==> config.mk <==
export PLATFORM = sky130hd
export DESIGN_NAME = event_capture_fifo
export DESIGN_NICKNAME = d
export VERILOG_FILES = /design/src/rtl/event_capture_fifo.sv
export SDC_FILE = /design/constraint.sdc
export NUM_CORES = 1
export LEC_CHECK = 0
export ABC_AREA = 1
export CAP_MARGIN = 20
export CORE_MARGIN = 4
export CORE_UTILIZATION = 60
export CTS_CLUSTER_SIZE = 14
export DETAILED_ROUTE_END_ITERATION = 16
export PLACE_DENSITY = 0.79
export SLEW_MARGIN = 40
export SYNTH_ARGS = -nofsm -noshare
export SYNTH_HDL_FRONTEND = slang
export SYNTH_SLANG_ARGS = --single-unit
export TNS_END_PERCENT = 100
==> constraint.sdc <==
create_clock -name clk -period 6.8 [get_ports clk]
set_clock_uncertainty 0.2 [all_clocks]
set_input_delay 1.36 -clock clk [delete_from_list [all_inputs] [get_ports clk]]
set_output_delay 1.36 -clock clk [all_outputs]
set_load 0.01 [all_outputs]
==> src/rtl/event_capture_fifo.sv <==
// Event capture FIFO: filters decoder spike events, stamps them with the timestep bit,
// buffers them and hands them one at a time to the convolution engine.
module event_capture_fifo #(
  parameter int unsigned BITS_PER_COORDINATE = 8,
  parameter int unsigned IN_CHANNELS         = 2,
  parameter int unsigned IMG_WIDTH           = 32,
  parameter int unsigned IMG_HEIGHT          = 32,
  parameter int unsigned FIFO_DEPTH          = 16,
  parameter int unsigned CNT_BITS            = 16
) (
  input  logic                                          clk,
  input  logic                                          rst,
  input  logic                                          in_valid,
  input  logic [BITS_PER_COORDINATE-1:0]                in_x,
  input  logic [BITS_PER_COORDINATE-1:0]                in_y,
  input  logic [IN_CHANNELS-1:0]                        in_spikes,
  output logic                                          in_ready,
  input  logic                                          timestep_tick,
  output logic                                          event_valid,
  output logic [2*BITS_PER_COORDINATE+IN_CHANNELS:0]    event_data,
  input  logic                                          conv_ready,
  input  logic                                          conv_ack,
  output logic [$clog2(FIFO_DEPTH):0]                   fifo_count,
  output logic [CNT_BITS-1:0]                           drop_full_cnt,
  output logic [CNT_BITS-1:0]                           drop_filt_cnt,
  output logic                                          busy
);

  localparam int unsigned EW = 1 + 2*BITS_PER_COORDINATE + IN_CHANNELS;
  localparam int unsigned AW = $clog2(FIFO_DEPTH);
  localparam int unsigned NW = AW + 1;
  localparam int unsigned CW = BITS_PER_COORDINATE + 1;
  localparam logic [CW-1:0] X_LIM    = CW'(IMG_WIDTH);
  localparam logic [CW-1:0] Y_LIM    = CW'(IMG_HEIGHT);
  localparam logic [NW-1:0] FULL_CNT = NW'(FIFO_DEPTH);

  typedef enum logic [1:0] {
    S_IDLE,
    S_PRESENT,
    S_WAIT_DONE,
    S_WAIT_READY
  } state_t;

  logic [EW-1:0] mem [FIFO_DEPTH];
  logic [AW-1:0] wr_ptr, rd_ptr;
  logic          ts;
  state_t        state, state_d;
  logic          valid_d;
  logic [EW-1:0] data_d;
  logic          pop;
  logic          in_pass, full, push, drop_full, drop_filt;
  logic [NW-1:0] count_d;

  // Fullness is judged on pre-edge occupancy, so a same-cycle pop never makes room.
  assign full      = (fifo_count == FULL_CNT);
  assign in_pass   = (in_spikes != '0) && ({1'b0, in_x} < X_LIM) && ({1'b0, in_y} < Y_LIM);
  assign push      = in_valid && in_pass && !full;
  assign drop_full = in_valid && in_pass && full;
  assign drop_filt = in_valid && !in_pass;
  assign count_d   = fifo_count + NW'(push) - NW'(pop);

  // Output handshake: present head, pop on ack, then wait for a full ready low/high cycle.
  always_comb begin
    state_d = state;
    valid_d = event_valid;
    data_d  = event_data;
    pop     = 1'b0;
    case (state)
      S_IDLE: begin
        valid_d = 1'b0;
        if ((fifo_count != '0) && conv_ready) begin
          data_d  = mem[rd_ptr];
          valid_d = 1'b1;
          state_d = S_PRESENT;
        end
      end
      S_PRESENT: begin
        if (conv_ack) begin
          pop     = 1'b1;
          valid_d = 1'b0;
          state_d = conv_ready ? S_WAIT_DONE : S_WAIT_READY;
        end
      end
      S_WAIT_DONE: begin
        valid_d = 1'b0;
        if (!conv_ready) state_d = S_WAIT_READY;
      end
      S_WAIT_READY: begin
        valid_d = 1'b0;
        if (conv_ready) state_d = S_IDLE;
      end
      default: begin
        valid_d = 1'b0;
        state_d = S_IDLE;
      end
    endcase
  end

  always_ff @(posedge clk) begin
    if (rst) begin
      state       <= S_IDLE;
      event_valid <= 1'b0;
      event_data  <= '0;
    end else begin
      state       <= state_d;
      event_valid <= valid_d;
      event_data  <= data_d;
    end
  end

  // Storage is not reset; pointers and count define which entries are live.
  always_ff @(posedge clk) begin
    if (!rst && push) mem[wr_ptr] <= {ts, in_x, in_y, in_spikes};
  end

  always_ff @(posedge clk) begin
    if (rst) begin
      wr_ptr     <= '0;
      rd_ptr     <= '0;
      fifo_count <= '0;
      ts         <= 1'b0;
      in_ready   <= 1'b1;
      busy       <= 1'b0;
    end else begin
      if (push) wr_ptr <= wr_ptr + AW'(1);
      if (pop)  rd_ptr <= rd_ptr + AW'(1);
      fifo_count <= count_d;
      ts         <= ts ^ timestep_tick;
      in_ready   <= (count_d != FULL_CNT);
      busy       <= (count_d != '0) || (state_d != S_IDLE);
    end
  end

  // Saturating drop counters.
  always_ff @(posedge clk) begin
    if (rst) begin
      drop_full_cnt <= '0;
      drop_filt_cnt <= '0;
    end else begin
      if (drop_full && (drop_full_cnt != '1)) drop_full_cnt <= drop_full_cnt + CNT_BITS'(1);
      if (drop_filt && (drop_filt_cnt != '1)) drop_filt_cnt <= drop_filt_cnt + CNT_BITS'(1);
    end
  end

endmodule

* After elaboration in Yosys (flattened, before gate mapping) *
Memories as Yosys holds them, arrays and structs flattened. A register that Yosys moved wholly into a read port is not among the register bits.
Cells that the tools add are included.

storage, ports and cells
  memories kept = 1
  output and inout port bits = 59
  bits in registers = 51
  bits in read-only memories = 0
  bits of input ports = 24
  RAM bits = 304
  latch bits = 0

operators by class
  bitwise operators = 1
  multiplexer cells = 13
  $add $sub $neg = 6
  divide/modulo/power cells = 0
  multiply operators = 0
  shifts and indexed selects = 0
  order comparisons = 2
  equality and inequality tests = 8
  reductions and logical operators = 21

memory list
  name  words  bits a word  rd ports  clocked after memory_dff  wr ports  line  text
  mem   16     19           1         1                         1         44    logic [EW-1:0] mem [FIFO_DEPTH];

operator list
  operator                                              number
  adder 16 x 1 -> 16 bit (second input constant)        2
  inequality test 16 bit (second input constant)        2
  < comparator 8 x 6 -> 1 bit (second input constant)   2
  logical AND 1 bit                                     10
  nonzero test 5 bit                                    2
  adder 4 x 1 -> 4 bit (second input constant)          2
  2-to-1 mux 2 bit                                      4
  case mux 2 bit (4 select lines)                       1
  2-to-1 mux 1 bit                                      7
  adder 5 x 1 -> 5 bit                                  1
  equality test 5 bit (second input constant)           1
  inequality test 5 bit (second input constant)         1
  subtractor 5 x 1 -> 5 bit                             1
  equality test 2 bit (second input constant)           2
  nonzero test 2 bit                                    2
  logical NOT 1 bit                                     3
  case mux 1 bit (3 select lines)                       1
  equality test 2 x 1 -> 1 bit (second input constant)  1
  logical NOT 2 bit                                     1
  inequality test 2 bit (second input constant)         1
  AND reduction 2 bit                                   1
  OR reduction 2 bit                                    1
  logical OR 1 bit                                      1
  bitwise XOR 1 bit                                     1

* Depth between registers and ports, before layout *
  depth after elaboration = 9
  mapped depth = 17
  depth with buffers taken out = 17

* Least setup slack after synthesis *
OpenSTA, ideal clock, no wires.

  kind = input port to flip-flop
  start point = input port in_x[5]
  end point = memory mem[11][0] in the netlist's numbering, enable pin
  setup time = 0.419 ns
  cell stages on the path = 7
  slack = 2.770 ns
  arrival time = 3.411 ns
  required time = 6.181 ns
  path through = nor2_1 > nand2_1 > nor2_4 > nand2_1 > nor2_2 > nand3_1 > nor3_1

on the way
  longest elaborated chain between the ends = 8

ends and longest elaborated chain
  what                                    line  text
  start: declaration                      14    input logic [BITS_PER_COORDINATE-1:0] in_x,
  < comparator 8 x 6 -> 1 bit             56    assign in_pass = (in_spikes != '0) && ({1'b0, in_x} < X_LIM) && ({1'b0, in_y} < Y_LIM);
  logical AND 1 bit (2 in series)         56
  logical AND 1 bit (2 in series)         57    assign push = in_valid && in_pass && !full;
  logical AND 1 bit                       113   if (!rst && push) mem[wr_ptr] <= {ts, in_x, in_y, in_spikes};
  2-to-1 mux 1 bit                        113
  2-to-1 mux 1 bit (implied by the code)  113
  end: declaration                        44

Every way passes these cells.

* Worst setup path after layout *
  start point = input port in_spikes[0]
  end point = register in_ready

on the way
  longest elaborated chain between the ends = 8

ends and longest elaborated chain
  what                             line  text
  start: declaration               16    input logic [IN_CHANNELS-1:0] in_spikes,
  nonzero test 2 bit               56
  logical AND 1 bit (2 in series)  56
  logical AND 1 bit (2 in series)  57
  adder 5 x 1 -> 5 bit             60    assign count_d = fifo_count + NW'(push) - NW'(pop);
  subtractor 5 x 1 -> 5 bit        60
  inequality test 5 bit            129   in_ready <= (count_d != FULL_CNT);
  end signal: assignment           129
  end: declaration                 17    output logic in_ready,

Every way passes these cells.
A chain may end at the register's enable or synchronous reset.

==> results.cfg <==
[logic_synthesis]
syn_inst = 1752
postSynthAreaPerCell_um2 = 9.46
synth_cell_type_count = 32
syn_area_um2 = 16600
synth-seq-cells = 374
synth_nets = 1790
yosys_warnings = 0
ys_seq_area_frac = 0.635

[detailed_routing]
ant_nets = 0
dr.first_iter.drc_count = 1386
via_per_inst = 5.59
drc = 0
wl_per_cell_um = 18.7
drt-total-wl_um = 40900
vias = 12200
dr.pass1.iters = 5

[worst_setup_path]
crit_chain = clkdlybuf4s50_1 -> inv_1 -> nand2_1 -> nand2_1 -> nor2_4 -> nand3_1 -> ha_1 -> inv_1 -> ha_1 -> inv_1 -> fa_1 -> nand3b_1 -> nand2_1 -> xor2_1 -> inv_1 -> nor2_1 -> nand2_1
end_kind = register
r2r_cells = 17
path_depth = 17
start_kind = input port
crit_arrival_ns = 4.76
cp_slowest_cell = clkdlybuf4s50_1
required_ns = 7.01
crit_family = buffers and inverters
max_stage_delay_ns = 0.89
crit_buf_inv = 5
crit_path_max_fanout = 17
critPathKind = in2reg

[layout]
area_growth_pct = 13.8
layout_commonest_cell = nand2_1
final_cell_mix = nand2_1 (606), edfxtp_1 (304), nand3_1 (228), inv_1 (218), nor2_1 (87)
fillerInstances = 1937
finalNetCount = 1853
seq_area_um2 = 10500
multiInputGateArea_um2 = 4890
drive_gt1_frac = 0.0592
diodes = 0

[place]
hpwlAfterDp_um = 24200
pre_cts_slack_ns = 1.80
place_congestion = 0.897
portBuffers = 82

[cts]
post-cts-setup-buffers = 0
cts_resized = 0
clk-insertion-delay-late_ns = 0.53
cts_tree = done
cts-buffers-inserted = 39
clock_path_buffers = 3
clkSlewWorstSetupHoldPaths_ns = 0.06
holdBufCountCts = 0
cts-root-buf = clkbuf_16
htree_levels = 2
clock-sinks = 374

[global_routing]
grt-ovfl-total = 0
grt_util_all_layers = 0.264
grt_pass1_wl_um = 63500
grt_max_degree = 92
antenna_found_initial = 0
grt_pass1_vias = 11700

[floorplanning]
rows = 60
coreArea_um2 = 27000
die_h_um = 174
ioPinCount = 83
initial_core_util = 0.613
fp.dieW_um = 174
die_area_um2 = 30300

[power]
total_power_mw = 5.59
power.leakage_nw = 7.59
power.density_nw_per_um2 = 296
irDropWorstVdd_v = 0.000218

[job]
cap_viol_max_count = 0

[sta]
fin_ws_ns = 2.25
report.final.hold_viol_count = 0
tightest_slew_ns = 0.820
layout_min_cycle_time_ns = 4.55
finalSetupTns_ns = 0
rsz0062_at_grt = false
slew_violations = 0
maxSlewHeadroom = 0.454
finalSetupViolations = 0
fmax_mhz = 220
post-route-period-util = 0.669

[min_path]
holdPathStages = 2
hp-class = reg2reg

[run_status]
status = completed
-- area by class of cell --
class                      count  share of cell area
tap                          341              0.0226
sequential                   374               0.559
inverter                     223              0.0447
clock buffer                  53              0.0573
timing repair buffer         101              0.0515
clock inverter                14             0.00590
multi-input combinational   1076               0.259
-- power by group --
group          leakage [nW]  internal [mW]  switching [mW]
combinational          3.71          0.338           0.620
clock                 0.577           1.18           0.828
sequential             3.30           2.54          0.0740
total                  7.59           4.06            1.52
-- cells in the mapped netlist, drive strengths merged --
master | number | share of area
nand2 | 610 | 0.14
edfxtp | 304 | 0.55
nand3 | 230 | 0.071
inv | 223 | 0.051
nor2 | 112 | 0.030
dfxtp | 70 | 0.085
buf | 54 | 0.019
a21oi | 42 | 0.013
o21ai | 32 | 0.0099
clkbuf | 25 | 0.0057
ha | 13 | 0.0098
xor2 | 11 | 0.0058
nand4 | 9 | 0.0034
xnor2 | 9 | 0.0048
nor3 | 5 | 0.0015
nand3b | 2 | 0.00091
fa | 1 | 0.0012
-- flip-flops by register name (all words and copies together), names as in the netlist, 2 cells and up --
signal / count
drop_filt_cnt: 16
drop_full_cnt: 16
event_data: 19
fifo_count: 5
mem: 304
rd_ptr: 4
state: 2
wr_ptr: 4
-- worst paths after layout --
| path | from | end | slack (ns) |
|---|---|---|---|
| min | event_valid | event_valid | 0.29 |
| min reg2reg | event_valid | event_valid | 0.29 |
| max reg2reg | fifo_count[2] | in_ready | 3.54 |
| max | in_spikes[0] | in_ready | 2.25 |
-- per-stage QoR --
stage	std cells	hold WS (ns)	utilization	instance area, µm²
final	2182	0.289	0.698	18900
after global routing	2182	0.329	0.698	18900
after CTS	2182	0.291	0.698	18900
after detailed placement	2115	0.282	0.654	17700
after global placement	2114	0.275	0.651	17600
after floorplan	1752	0.274	-	16600
-- worst register-to-register path, stage by stage (launching register included) --
cell      delay (ns)
dfxtp_1         0.33
inv_1           0.09
ha_1            0.19
nand3_1         0.10
nor2_2          0.27
inv_1           0.08
nand3_1         0.21
ha_1            0.29
inv_1           0.05
ha_1            0.15
inv_1           0.06
fa_1            0.41
nand3b_1        0.18
nand2_1         0.09
xor2_1          0.21
inv_1           0.07
nor2_1          0.13
nand2_1         0.06
-- routing by layer --
metal / vias to the layer above / GRT usage / wire [µm]
li1: 5783 / - / -
met1: 5808 / 0.355 / 16200
met2: 538 / 0.447 / 20100
met3: 77 / 0.0435 / 3470
met4: 0 / 0.0779 / 1070
met5: - / 0 / 0
-- cells by family (layout without fill, tap and decap cells) --
kind of cell    Yosys count  in the layout  synth area share
simple gates            968            968             0.245
flops                   374            374             0.635
buf+inv                 302            391            0.0749
compound gates           74             74            0.0230
xor+xnor                 20             20            0.0106
fa+ha+maj                14             14            0.0110
Note: power is estimated with default switching activity, not from simulation.
